`src/rtl/seg_scan_driver.sv`:
```
// Multiplexed 7-segment driver: per-digit 5-bit code registers, a free-running
// slot prescaler with HOLD, leading dead-time per slot, and registered outputs.
module seg_scan_driver #(
    parameter int NUM_DIGITS = 8,
    parameter int SCAN_DIV   = 1000,
    parameter int DEAD_CYC   = 1,
    parameter int IDX_W      = 3
) (
    input  logic                  CLK,
    input  logic                  RSTN,
    input  logic                  WR_EN,
    input  logic [IDX_W-1:0]      WR_ADDR,
    input  logic [4:0]            WR_DATA,
    input  logic                  HOLD,
    output logic [NUM_DIGITS-1:0] SEG_COM,
    output logic [6:0]            SEG_DATA,
    output logic [IDX_W-1:0]      SCAN_IDX
);

    localparam int                PRE_W    = $clog2(SCAN_DIV);
    localparam logic [PRE_W-1:0]  PRE_LAST = PRE_W'(SCAN_DIV - 1);
    localparam logic [IDX_W-1:0]  IDX_LAST = IDX_W'(NUM_DIGITS - 1);

    logic [PRE_W-1:0]      pre_reg;
    logic [IDX_W-1:0]      idx_reg;
    logic [4:0]            code_arr [NUM_DIGITS];
    logic [4:0]            cur_code;
    logic                  dead;
    logic [NUM_DIGITS-1:0] com_next;
    logic [NUM_DIGITS-1:0] seg_com_reg;
    logic [6:0]            seg_data_reg;

    function automatic logic [6:0] decode(input logic [3:0] hex);
        case (hex)
            4'h0:    decode = 7'b1111110;
            4'h1:    decode = 7'b0110000;
            4'h2:    decode = 7'b1101101;
            4'h3:    decode = 7'b1111001;
            4'h4:    decode = 7'b0110011;
            4'h5:    decode = 7'b1011011;
            4'h6:    decode = 7'b1011111;
            4'h7:    decode = 7'b1110000;
            4'h8:    decode = 7'b1111111;
            4'h9:    decode = 7'b1111011;
            4'hA:    decode = 7'b1110111;
            4'hB:    decode = 7'b0011111;
            4'hC:    decode = 7'b1001110;
            4'hD:    decode = 7'b0111101;
            4'hE:    decode = 7'b1001111;
            default: decode = 7'b1000111;
        endcase
    endfunction

    // Addresses beyond the last digit match no register and are dropped.
    genvar gi;
    generate
        for (gi = 0; gi < NUM_DIGITS; gi++) begin : g_digit
            logic [4:0] code_reg;

            always_ff @(posedge CLK or negedge RSTN) begin
                if (!RSTN) begin
                    code_reg <= 5'b1_0000;
                end else if (WR_EN && (WR_ADDR == IDX_W'(gi))) begin
                    code_reg <= WR_DATA;
                end
            end

            assign code_arr[gi] = code_reg;
            // Digit d owns common bit NUM_DIGITS-1-d.
            assign com_next[gi] = dead || (idx_reg != IDX_W'(NUM_DIGITS - 1 - gi));
        end

        if (DEAD_CYC == 0) begin : g_no_dead
            assign dead = 1'b0;
        end else begin : g_dead
            assign dead = (pre_reg < PRE_W'(DEAD_CYC));
        end
    endgenerate

    assign cur_code = code_arr[idx_reg];

    always_ff @(posedge CLK or negedge RSTN) begin
        if (!RSTN) begin
            pre_reg <= '0;
            idx_reg <= '0;
        end else if (!HOLD) begin
            if (pre_reg == PRE_LAST) begin
                pre_reg <= '0;
                idx_reg <= (idx_reg == IDX_LAST) ? '0 : idx_reg + 1'b1;
            end else begin
                pre_reg <= pre_reg + 1'b1;
            end
        end
    end

    always_ff @(posedge CLK or negedge RSTN) begin
        if (!RSTN) begin
            seg_com_reg  <= '1;
            seg_data_reg <= '0;
        end else begin
            seg_com_reg  <= com_next;
            seg_data_reg <= cur_code[4] ? 7'b0000000 : decode(cur_code[3:0]);
        end
    end

    assign SEG_COM  = seg_com_reg;
    assign SEG_DATA = seg_data_reg;
    assign SCAN_IDX = idx_reg;

endmodule
```
`config.mk`:
```
export PLATFORM = sky130hd
export DESIGN_NAME = seg_scan_driver
export DESIGN_NICKNAME = d
export VERILOG_FILES = /design/src/rtl/seg_scan_driver.sv
export SDC_FILE = /design/constraint.sdc
export NUM_CORES = 1
export LEC_CHECK = 0
export CAP_MARGIN = 25
export CELL_PAD_IN_SITES_DETAIL_PLACEMENT = 0
export CELL_PAD_IN_SITES_GLOBAL_PLACEMENT = 2
export CORE_MARGIN = 10
export CORE_UTILIZATION = 36
export DETAILED_ROUTE_END_ITERATION = 12
export PLACE_DENSITY = 0.78
export SLEW_MARGIN = 30
export SYNTH_ARGS = -nofsm -noshare
export SYNTH_HDL_FRONTEND = slang
export SYNTH_SLANG_ARGS = --single-unit
```
`constraint.sdc`:
```
create_clock -name CLK -period 2.2 [get_ports CLK]
set_input_delay 0.22 -clock CLK [delete_from_list [all_inputs] [get_ports CLK]]
set_output_delay 0.22 -clock CLK [all_outputs]
set_load 0.005 [all_outputs]
```
# Word-level counts from Yosys, hierarchy flattened
# Memories as Yosys holds them, arrays and structs flattened.
# Index checks and enable logic that the tools add are counted.
dict set report totals {
  ff_bits 68
  romBits 112
  in_bits 12
  out_inout_bits 18
  elab_cells 60
  memories 1
}
dict set report classes {
  add_sub_neg 2
  order_cmp 2
  eq_ne 16
  n_mux 6
  bitwise 2
  n_reduce_logical 19
}
# memory words width read_ports rd_clocked_by_memory_dff write_ports line
set memory_table {}
lappend memory_table {{(no name shown)} 16 7 1 0 0 34} ;# case (hex)
# op n
set ops {}
lappend ops {{$bmux 5 s3} 1}
lappend ops {{$eq 3x3->1 const B} 5}
lappend ops {{$ne 3x3->1 const B} 4}
lappend ops {{$add 10x1->10 const B} 1}
lappend ops {{$eq 10x10->1 const B} 1}
lappend ops {{$lt 10x1->1 const B} 1}
lappend ops {{$mux 10} 1}
lappend ops {{$mux 5} 2}
lappend ops {{$logic_and 1x1->1} 8}
lappend ops {{$logic_or 1x1->1} 8}
lappend ops {{$mux 7} 1}
lappend ops {{$eq 3x2->1 const B} 2}
lappend ops {{$ne 3x2->1 const B} 2}
lappend ops {{$ge 4x4->1 const B} 1}
lappend ops {{$not 3->4} 1}
lappend ops {{$add 3x1->3 const B} 1}
lappend ops {{$eq 3x1->1 const B} 1}
lappend ops {{$logic_not 3->1} 1}
lappend ops {{$mux 3} 1}
lappend ops {{$ne 3x1->1 const B} 1}
lappend ops {{$reduce_bool 3->1} 1}
lappend ops {{$reduce_and 2->1} 1}
lappend ops {{$not 1->1} 1}

# Depth between registers and ports, before layout
# Gate-level depths: netlist of the first run.
# An unclocked memory read counts as a cell.
dict set report depth {
  depth_word 6
  ltp_mapped 9
  depth_no_buf 7
}

# Worst setup path before layout of the first run
# Ideal clock, no wire load.
dict set report synth_timing {
  kind {register to register}
  from {register idx_reg[0] (netlist: SCAN_IDX[0])}
  to {register seg_data_reg[0] (netlist: SEG_DATA[0])}
  setup_ps 104
  arrival_ps 2125
  t_required_ps 2096
  setup_slack_ps -29
  path_stages_with_launch 10
  n_path_buf 2
  period_less_slack_ps 2229
  cell_sequence {dfrtp_1 > buf_6 > buf_12 > mux4_2 > mux2i_1 > inv_1 > ha_1 > nand3_1 > o21ai_0 > a221oi_1}
}
dict set report synth_via {
  elab_chain_len 6
}
# element line
set synth_lines {}
lappend synth_lines {{from (decl)} 25} ;# logic [IDX_W-1:0] idx_reg;
lappend synth_lines {{from (signal assigned)} 89} ;# idx_reg <= (idx_reg == IDX_LAST) ? '0 : idx_reg + 1'b1;
lappend synth_lines {{$not 3->4 (implied by the code) *} 80} ;# assign cur_code = code_arr[idx_reg];
lappend synth_lines {{$bmux 5 s3 *} 80}
lappend synth_lines {{$mux 5 (implied by the code) * (2 in a row)} 80}
lappend synth_lines {{$mem_v2 16x7} -}
lappend synth_lines {{$mux 7 *} 102} ;# seg_data_reg <= cur_code[4] ? 7'b0000000 : decode(cur_code[3:0]);
lappend synth_lines {{to (signal assigned)} 102}
lappend synth_lines {{to (decl)} 31} ;# logic [6:0] seg_data_reg;
# Mark *: on every way between the ends. The rest lies on a longest branch, timed or not. The select of a mux whose other input is x is not followed.
# A chain may end at the register's enable or synchronous reset.

# Worst setup path in the final report of the first run
dict set report layout_timing {
  from {register idx_reg[0] (netlist: SCAN_IDX[0])}
  to {register seg_data_reg[6] (netlist: SEG_DATA[6])}
}
# The elaborated chain is that of the path after synthesis.

==> results by group, run 1 <==
Critical path
  • CP required: 2490 ps
  • CP Capture Type: flip-flop
  • Reg-to-Reg End: SEG_DATA[6]
  • Critical path startpoint category: flip-flop
  • Critical setup path kind: reg2reg
  • Worst R2R Path Depth: 6
  • Reg2reg setup slack: 150 ps
  • Crit-path max FO: 9
  • R2R Path Start: SCAN_IDX[0]
  • Worst EP arrival: 2350 ps

Drt
  • Residual DRC count: 0
  • Highest metal used: met4
  • Drt total wl: 7.12 mm
  • Detail Route met2 WL: 3.37 mm
  • DR vias: 2,218
  • DRT antenna net count: 0
  • Met3 WL: 406 µm
  • Avg WL per Cell: 16.3 µm
  • First-pass detailed-route iteration total: 4
  • Metal-1 WL: 3.28 mm
  • Routed vias/inst: 5.08
  • Starting DRT DRC Count: 57

Timing
  • Unrepaired setup endpoints after global routing: no
  • Worst-case clock skew: 18.3 ps
  • Actual slew at the worst max-slew pin: 782 ps
  • Final setup violation count: 0
  • Final Hold Vio Count: 0
  • FMAX: 487 MHz
  • Setup TNS: 0 ps
  • Slew headroom: 47.9%
  • Tcrit/Tclk final: 93.3%
  • Minimum clock period: 2050 ps
  • Max-slew violation count: 0

Synth
  • Xor and xnor fraction of the mapped netlist area: 1.30%
  • Post-synthesis mux area share: 22.8%
  • Synth Flop Type: dfrtp_1
  • Synthesis Warnings: 0
  • Register area share after synthesis: 51.1%
  • Synthesized area per cell: 12.8 µm²
  • Synthesized-area fraction occupied by adder cells: 5.20%
  • Post-synthesis compound-gate area fraction: 6.80%
  • Mapped cell area: 3370 µm²
  • Synth Register Bits: 68
  • Largest family of logic cells by synthesized area: multiplexers
  • Mapped Nets: 289
  • Unique cell type count in the Yosys netlist: 47
  • Simple-gate share of the synthesized area: 10.4%
  • Number of flops mapped to enable cells by yosys: 0
  • Cells after Synth: 263
  • Async S/R FF share, synth: 100%

Status
  • Status: finished clean

Clock network
  • CTS max path bufs: 2
  • Root buf cell: clkbuf_8
  • Worst-path clk slew: 90 ps
  • Post-CTS setup buffers: 0
  • H-tree depth: 3
  • Clock sinks: 68
  • CTS tree: done
  • Worst-Skew Late Latency: 350 ps
  • Num CTS Buffers: 9

Die
  • Die Height: 117 µm
  • # rows: 35
  • CORE AREA: 9200 µm²
  • Initial Util: 36.6%
  • IO Pins: 30
  • Die X: 117 µm
  • Die footprint: 13,600 µm²

Finish
  • Layout cells sized above 1: 36.8%
  • Most frequent cells in the layout: dfrtp_1 (51), mux2_2 (40), clkdlybuf4s50_1 (28), buf_4 (22), nand2_1 (20)
  • Number of flip-flops in the largest register: 40
  • Most common cell after layout, fill and taps aside: dfrtp_1
  • Ant diodes: 0
  • Fillers: 870
  • Final nets: 347
  • P&R area growth vs syn: 23.6%

Placement
  • Buffers on Ports: 29
  • Placer Congestion: 0.831
  • Detail Placement HPWL: 5.17 mm

Power
  • Maximum VDD drop: 0.000363 V
  • LEAKAGE: 1.75 nW
  • Power per cell area: 916 nW/µm²
  • Total power: 3.82 mW

Global route
  • Tot GR Track Use: 11.1%
  • Largest net degree at the start of global routing: 33
  • Initial antenna violation count: 0
  • Total gr overflow: 0
  • Global-route wire length before repair: 11.7 mm
  • Vias in the first global route: 2,265

Run
  • Max-cap viol count: 0

Hold path
  • Worst min path class: in2async
-- worst max-delay path, cell delays in order, from the launching register on --
cell     delay, ps
dfrtp_2        470
buf_4          170
mux4_2         550
mux2i_4        330
nand3_1        130
o22ai_1        190
o21ba_1        160
-- cell families after synthesis --
kind of cell               Yosys count
adders and majority gates           14
and+or+nand+nor                     69
xor gates and xnor gates             5
AOI/OAI and AO/OA                   35
muxes                               57
DFF                                 68
buffers and inverters               15
-- Yosys cell counts (3+ instances only) --
library cell | number | share of area, %
a21oi_1 | 7 | 1.0
a221oi_1 | 3 | 0.78
clkbuf_1 | 3 | 0.33
dfrtp_1 | 52 | 39
dfstp_2 | 16 | 12
ha_1 | 14 | 5.2
inv_1 | 8 | 0.89
mux2_2 | 40 | 13
mux2_4 | 3 | 1.3
mux2i_1 | 4 | 1.2
mux4_2 | 6 | 4.0
nand2_1 | 20 | 2.2
nand2b_1 | 3 | 0.56
nand3_1 | 9 | 1.3
nand4_1 | 3 | 0.56
nand4b_1 | 4 | 1.0
nor2_1 | 14 | 1.6
nor3_1 | 5 | 0.74
o21ai_0 | 12 | 1.8
xnor2_1 | 3 | 0.78
-- per-stage QoR --
step / utilization, % / std cells / area (µm²) / setup WS, ps / hold WS [ps]
2_1_floorplan: - / 263 / 3370 / 11.9 / -75.6
3_3_place_gp: 42.8 / 420 / 3940 / -30.2 / 347
3_5_place_dp: 42.8 / 420 / 3940 / -55.6 / 354
4_1_cts: 45.1 / 437 / 4150 / 19.4 / 505
5_1_grt: 45.3 / 437 / 4170 / 2.46 / 527
6_report: 45.3 / 437 / 4170 / 147 / 495
-- timing repair --
action	4_1_cts	5_1_grt
endpoints found under the setup margin	3	4
pin swaps	0	1
hold buffers	1	0
resized for setup	1	6
endpoints found under the hold margin	17	0
-- layer usage --
layer	global-route usage, %	vias up
li1	-	1078
met1	13.7	1086
met2	17.7	50
met5	0	-
met4	4.04	0
met3	3.65	4
-- worst max-delay path by stage --
stage / slack, ps / end / cells past startpoint / startpoint
after floorplan: 10 / SEG_DATA[0] / 9 / SCAN_IDX[0]
after global placement: -30 / SEG_DATA[5] / 6 / SCAN_IDX[0]
after detailed placement: -60 / SEG_DATA[5] / 6 / SCAN_IDX[0]
after CTS: 20 / SEG_DATA[5] / 6 / SCAN_IDX[0]
after global routing: 2 / SEG_DATA[3] / 7 / SCAN_IDX[0]
final: 150 / SEG_DATA[6] / 6 / SCAN_IDX[0]
-- report_power, final --
group          internal (mW)  leakage [nW]  total (mW)  switching [mW]
sequential              1.55         0.800        1.71           0.163
combinational          0.580         0.851        1.03           0.455
clock                  0.539        0.0973        1.07           0.531
total                   2.67          1.75        3.82            1.15
-- final cells by class --
class | instances | area, µm² | share of cell area [%]
multi-input cells | 180 | 1590 | 38.1
inverters | 9 | 33.8 | 0.811
repair buffers | 53 | 480 | 11.5
flip-flops and latches | 68 | 1720 | 41.4
clock inverters | 7 | 80.1 | 1.92
clock buffers | 9 | 124 | 2.97
well taps | 111 | 139 | 3.33
(Power assumes the default switching activity.)
==> inputs of run 2 (changes only) <==
--- a/config.mk
+++ b/config.mk
@@ -11,6 +11,8 @@
 export CORE_MARGIN = 10
 export CORE_UTILIZATION = 36
 export DETAILED_ROUTE_END_ITERATION = 12
+export HOLD_SLACK_MARGIN = 0.05
+export MAX_ROUTING_LAYER = met4
 export PLACE_DENSITY = 0.78
 export SLEW_MARGIN = 30
 export SYNTH_ARGS = -nofsm -noshare
==> constraint.sdc (replaced) <==
create_clock -name CLK -period 2.2 [get_ports CLK]
set_input_delay 0.22 -clock CLK [delete_from_list [all_inputs] [get_ports CLK]]
set_output_delay 0.22 -clock CLK [all_outputs]
set_load 0.01 [all_outputs]
==> run 2 against run 1 <==
Cell area decreased by 0.63%. Core utilization down 0.29 points. Power is 0.49% higher. Global-route usage up 0.26 points. Routed wire length shrank 1.2%. Worst setup slack worse by 29 ps. Sequential cell count is the same. Clock-buffer cell count unchanged. Critical path type unchanged. Critical endpoint unchanged. Largest power group unchanged. Highest routed layer unchanged.
==> results by group, run 2 (same netlist as run 1, synthesis figures left out) <==
Die
  • Die footprint: 13,600 µm² (unchanged)
  • Die X: 117 µm (unchanged)
  • IO Pins: 30 (unchanged)
  • Die Height: 117 µm (unchanged)
  • CORE AREA: 9200 µm² (unchanged)
  • # rows: 35 (unchanged)
  • Initial Util: 36.6% (unchanged)

Clock network
  • H-tree depth: 3 (unchanged)
  • Clock sinks: 68 (unchanged)
  • CTS tree: done
  • Num CTS Buffers: 9 (unchanged)
  • CTS max path bufs: 2 (unchanged)
  • Worst-path clk slew: 80 ps (about the same)
  • Worst-Skew Late Latency: 340 ps (about the same)
  • Root buf cell: clkbuf_8

Timing
  • Minimum clock period: 2080 ps (+29.0 ps)
  • Min Hold Slack: 254 ps (-241 ps)
  • Final setup violation count: 0 (unchanged)
  • Tcrit/Tclk final: 94.6% (+1.3 points)
  • FMAX: 480 MHz (-1.4%)
  • Max-slew violation count: 0 (unchanged)
  • Worst-case clock skew: 9.16 ps (-9.11 ps)
  • Actual slew at the worst max-slew pin: 521 ps (-261 ps)
  • Unrepaired setup endpoints after global routing: yes
  • Slew headroom: 65.3% (+17 points)
  • Final Hold Vio Count: 0 (unchanged)
  • Setup TNS: 0 ps (unchanged)
  • Final WS setup: 118 ps (-29.0 ps)

Drt
  • Routed vias/inst: 5.21 (+2.7%)
  • Avg WL per Cell: 16.3 µm (about the same)
  • DR vias: 2,251 (+1.5%)
  • Starting DRT DRC Count: 92 (+61%)
  • DRT antenna net count: 0 (unchanged)
  • Drt total wl: 7.04 mm (-1.2%)
  • Residual DRC count: 0 (unchanged)
  • First-pass detailed-route iteration total: 4 (unchanged)

Global route
  • Layer carrying the most global-route usage: met2
  • Met2 usage in global routing: 17.3% (-0.34 points)
  • Met1 Usage GRT: 14.5% (+0.83 points)
  • Largest net degree at the start of global routing: 42 (+27%)
  • Global-route wire length before repair: 11.8 mm (+0.23%)
  • Initial antenna violation count: 0 (unchanged)
  • Total gr overflow: 0 (unchanged)
  • Met3 global-route usage: 2.72% (-0.92 points)
  • Vias in the first global route: 2,277 (+0.53%)
  • Tot GR Track Use: 11.4% (+0.26 points)

Run
  • Max-cap viol count: 0 (unchanged)

Placement
  • Cells after DPL: 414 (-1.4%)
  • Detail Placement HPWL: 5.16 mm (-0.14%)
  • Placer Congestion: 0.819 (-1.4%)
  • Buffers on Ports: 29 (unchanged)
  • Dpl ws: -18.0 ps (+37.6 ps)

Power
  • Int Power: 2.66 mW (-0.23%)
  • Reg power frac: 44.8% (about the same)
  • Maximum VDD drop: 0.000425 V (+17%)
  • Combinational fraction of design power: 27.2% (about the same)
  • LEAKAGE: 1.73 nW (-0.93%)
  • Power per cell area: 927 nW/µm² (+1.1%)
  • Switching Fraction: 30.6% (+0.50 points)
  • Sw power: 1.17 mW (+2.2%)
  • Clock power frac: 28.0% (about the same)

Critical path
  • CP Capture Type: flip-flop
  • Critical setup path kind: reg2reg
  • CP required: 2480 ps (about the same)
  • Worst EP arrival: 2370 ps (+20 ps)
  • Critical path startpoint category: flip-flop
  • Crit-path max FO: 13 (+4)

Finish
  • Layout Cells excl Fill: 432 (-1.1%)
  • Ant diodes: 0 (unchanged)
  • Sequential Area: 1720 µm² (unchanged)
  • Number of flip-flops in the largest register: 40 (unchanged)
  • Multi-input combinational cell area: 1600 µm² (+0.87%)
  • Layout cells sized above 1: 35.2% (-1.6 points)
  • Fillers: 870 (unchanged)
  • Util after Layout: 45.0% (-0.29 points)
  • P&R area growth vs syn: 22.8%
  • Final nets: 342 (-1.4%)
  • Most common cell after layout, fill and taps aside: dfrtp_1
  • Most frequent cells in the layout: dfrtp_1 (51), mux2_2 (40), clkdlybuf4s50_1 (28), nand2_1 (20)

Status
  • Status: finished clean

Hold path
  • Worst min path class: in2async
==> run 2: cell types whose count changed in the layout (fill, tap and decap cells not counted), sizes merged <==
cell,delta
buf,-5
==> run 2: per-stage QoR <==
stage / total power, mW / cell area [µm²]
6_report: 3.84 / 4140
5_1_grt: 4.08 / 4140
4_1_cts: 3.87 / 4120
3_5_place_dp: 2.78 / 3890
3_3_place_gp: 2.76 / 3890
2_1_floorplan: 2.38 / 3390
==> run 2: worst max-delay path: stages (launching register included) <==
cell	delay, ps
dfrtp_2	440
buf_6	220
mux4_2	570
mux2i_4	330
nand3_1	120
o22ai_1	180
o21ba_1	150
==> run 2: per-layer routing <==
metal  wire length, µm  up-vias
met5                 0        -
met4                53        0
met3               288        4
met2              3290       44
met1              3400     1129
li1                  -     1074
==> run 2: power groups by stage <==
stage | clock, mW | combinational (mW) | sequential [mW]
2_1_floorplan | 0 | 0.661 | 1.71
3_3_place_gp | 0 | 1.03 | 1.73
3_5_place_dp | 0 | 1.04 | 1.74
4_1_cts | 1.11 | 1.04 | 1.72
5_1_grt | 1.16 | 1.16 | 1.76
6_report | 1.07 | 1.04 | 1.72
==> run 2: area by class of cell <==
type | count | area share [%]
Clock buffer | 9 | 2.99
Inverter | 9 | 0.816
Clock inverter | 7 | 2.00
Sequential cell | 68 | 41.6
Timing Repair Buffer | 48 | 10.6
Tap cell | 111 | 3.36
Multi-Input combinational cell | 180 | 38.6
==> run 2: repair_timing <==
item | 4_1_cts | 5_1_grt
setup buffers | 0 | 1
pin swaps | 0 | 2
gates resized for setup | 2 | 3
endpoints found under the setup margin | 4 | 6
hold endpoints to repair | 6 | 0
cloned | 0 | 0
hold buffers | 1 | 0
==> run 2: final timing paths <==
check                           cells past startpoint  slack [ps]                endpoint              startpoint
worst max-delay path                                6         120             SEG_DATA[6]             SCAN_IDX[0]
worst min-delay path                                2         250              pre_reg[4]                    RSTN
worst max register to register                      6         120             SEG_DATA[6]             SCAN_IDX[0]
worst min register to register                      1         510  g_digit[4].code_reg[3]  g_digit[4].code_reg[3]
max in group asynchronous                           3        1150             SCAN_IDX[0]                    RSTN
min in group CLK                                    1         510  g_digit[4].code_reg[3]  g_digit[4].code_reg[3]
==> inputs of run 3 (changes only) <==
--- a/config.mk
+++ b/config.mk
@@ -5,7 +5,7 @@
 export SDC_FILE = /design/constraint.sdc
 export NUM_CORES = 1
 export LEC_CHECK = 0
-export CAP_MARGIN = 25
+export CAP_MARGIN = 0
 export CELL_PAD_IN_SITES_DETAIL_PLACEMENT = 0
 export CELL_PAD_IN_SITES_GLOBAL_PLACEMENT = 2
 export CORE_MARGIN = 10
@@ -13,7 +13,7 @@
 export DETAILED_ROUTE_END_ITERATION = 12
 export HOLD_SLACK_MARGIN = 0.05
 export MAX_ROUTING_LAYER = met4
-export PLACE_DENSITY = 0.78
+export PLACE_DENSITY_LB_ADDON = 0.1
 export SLEW_MARGIN = 30
 export SYNTH_ARGS = -nofsm -noshare
 export SYNTH_HDL_FRONTEND = slang
==> run 3 against run 2 <==
Critical path depth increased by 1. Power up 6.5%. Critical path type unchanged. Fmax is 0.32% higher. Sequential share of layout area fell by 0.86 points. Cell area grew 2.1%. Sequential power about the same. Clock power is 21% higher.
==> results by group, run 3 (same netlist as run 1, synthesis figures left out) <==
Global route
  • Largest net degree at the start of global routing: 69 (+64%)
  • Total gr overflow: 0 (unchanged)
  • Tot GR Track Use: 11.8% (+0.48 points)
  • Initial antenna violation count: 0 (unchanged)
  • Vias in the first global route: 2,245 (-1.4%)
  • Global-route wire length before repair: 12.1 mm (+3.2%)

Critical path
  • Worst EP arrival: 2310 ps (-60 ps)
  • Critical setup path kind: reg2reg
  • Crit-path max FO: 5 (-8)
  • CP Capture Type: flip-flop
  • Critical path startpoint category: flip-flop
  • CP required: 2440 ps (-40 ps)
  • Reg2reg setup slack: 120 ps (about the same)

Drt
  • Metal-1 WL: 3.87 mm (+14%)
  • Detail Route met2 WL: 3.09 mm (-6.0%)
  • Routed vias/inst: 5.11 (-2.0%)
  • Met3 WL: 366 µm (+27%)
  • DR vias: 2,227 (-1.1%)
  • Residual DRC count: 0 (unchanged)
  • First-pass detailed-route iteration total: 4 (unchanged)
  • Starting DRT DRC Count: 107 (+16%)
  • Avg WL per Cell: 16.9 µm (+4.0%)
  • Drt total wl: 7.39 mm (+5.0%)
  • Highest metal used: met4
  • DRT antenna net count: 0 (unchanged)

Timing
  • Slew headroom: 67.7% (+2.4 points)
  • Final setup violation count: 0 (unchanged)
  • Tcrit/Tclk final: 94.3% (-0.31 points)
  • Max-slew violation count: 0 (unchanged)
  • Unrepaired setup endpoints after global routing: yes
  • Worst-case clock skew: 6.74 ps (-2.43 ps)
  • FMAX: 482 MHz (+0.32%)
  • Final Hold Vio Count: 0 (unchanged)
  • Actual slew at the worst max-slew pin: 477 ps (-43.2 ps)
  • Minimum clock period: 2080 ps (-6.73 ps)

Die
  • IO Pins: 30 (unchanged)
  • CORE AREA: 9200 µm² (unchanged)
  • Die X: 117 µm (unchanged)
  • Die footprint: 13,600 µm² (unchanged)
  • Die Height: 117 µm (unchanged)
  • Initial Util: 36.6% (unchanged)
  • # rows: 35 (unchanged)

Power
  • LEAKAGE: 1.78 nW (+2.9%)
  • Power per cell area: 967 nW/µm² (+4.3%)
  • Total power: 4.09 mW (+6.5%)
  • Maximum VDD drop: 0.000376 V (-11%)

Finish
  • Number of flip-flops in the largest register: 40 (unchanged)
  • Util after Layout: 46.0% (+0.95 points)
  • Most common cell after layout, fill and taps aside: dfrtp_1
  • Most frequent cells in the layout: dfrtp_1 (51), mux2_2 (40), clkdlybuf4s50_1 (28), nand2_1 (20), buf_4 (20)
  • Ant diodes: 0 (unchanged)
  • Layout cells sized above 1: 36.0% (+0.80 points)
  • Final nets: 346 (+1.2%)
  • P&R area growth vs syn: 25.4%

Run
  • Max-cap viol count: 0 (unchanged)

Clock network
  • CTS max path bufs: 2 (unchanged)
  • Num CTS Buffers: 9 (unchanged)
  • Clock sinks: 68 (unchanged)
  • Root buf cell: clkbuf_8
  • CTS tree: done
  • H-tree depth: 3 (unchanged)
  • Worst-Skew Late Latency: 340 ps (about the same)
  • Worst-path clk slew: 80 ps (about the same)

Status
  • Status: finished clean

Placement
  • Buffers on Ports: 29 (unchanged)
  • Detail Placement HPWL: 5.18 mm (+0.32%)
  • Placer Congestion: 0.785 (-4.2%)

Hold path
  • Worst min path class: in2async
-- run 3: final timing paths --
kind / depth (start not counted) / startpoint / endpoint
max in group asynchronous: 3 / RSTN / g_digit[1].code_reg[4]
min in group CLK: 1 / g_digit[2].code_reg[1] / g_digit[2].code_reg[1]
min reg2reg: 1 / g_digit[2].code_reg[1] / g_digit[2].code_reg[1]
max: 7 / SCAN_IDX[0] / SEG_DATA[5]
min: 3 / RSTN / pre_reg[7]
max reg2reg: 7 / SCAN_IDX[0] / SEG_DATA[5]
-- run 3: critical path, stage by stage (launching register included) --
cell and delay (ps):
dfrtp_2 440, buf_6 130, mux4_2 520, mux2i_4 200, ha_1 290, nand2_1 70
a21oi_1 60, a311oi_1 270
-- run 3: what timing repair did --
item	4_1_cts	5_1_grt
endpoints found under the hold margin	52	0
setup buffers	2	3
pin swaps	0	1
setup endpoints to repair	6	7
resized for setup	1	5
hold buffers	1	0
-- run 3: layout make-up --
cell class / count / area, µm²
fill: 856 / 4970
sequential: 68 / 1720
multi-input combinational: 180 / 1600
timing repair buffer: 52 / 477
clock buffer: 12 / 155
tap: 111 / 139
clock inverter: 4 / 95.1
inverter: 9 / 33.8
-- run 3: routing by layer --
layer	global-route usage, %	up-vias
li1	-	1076
met2	15.9	45
met1	17.3	1099
met4	3.21	0
met5	-	-
met3	2.67	7
-- run 3: metrics by stage --
stage                     hold WS [ps]  area [µm²]  worst slack (ps)  setup TNS, ps  std cells
after global routing               457        4230             -12.8          -14.7        436
after detailed placement           271        3910             -14.0          -26.2        414
after floorplan                  -75.6        3390              2.83              0        263
final                              424        4230               124              0        436
after CTS                          441        4180              37.5              0        433
after global placement             274        3910              29.4              0        414
-- run 3: where the power goes --
group / internal, mW / leakage, nW / total, mW / switching (mW)
registers: 1.55 / 0.800 / 1.70 / 0.148
clock network: 0.814 / 0.127 / 1.29 / 0.477
logic: 0.588 / 0.856 / 1.10 / 0.507
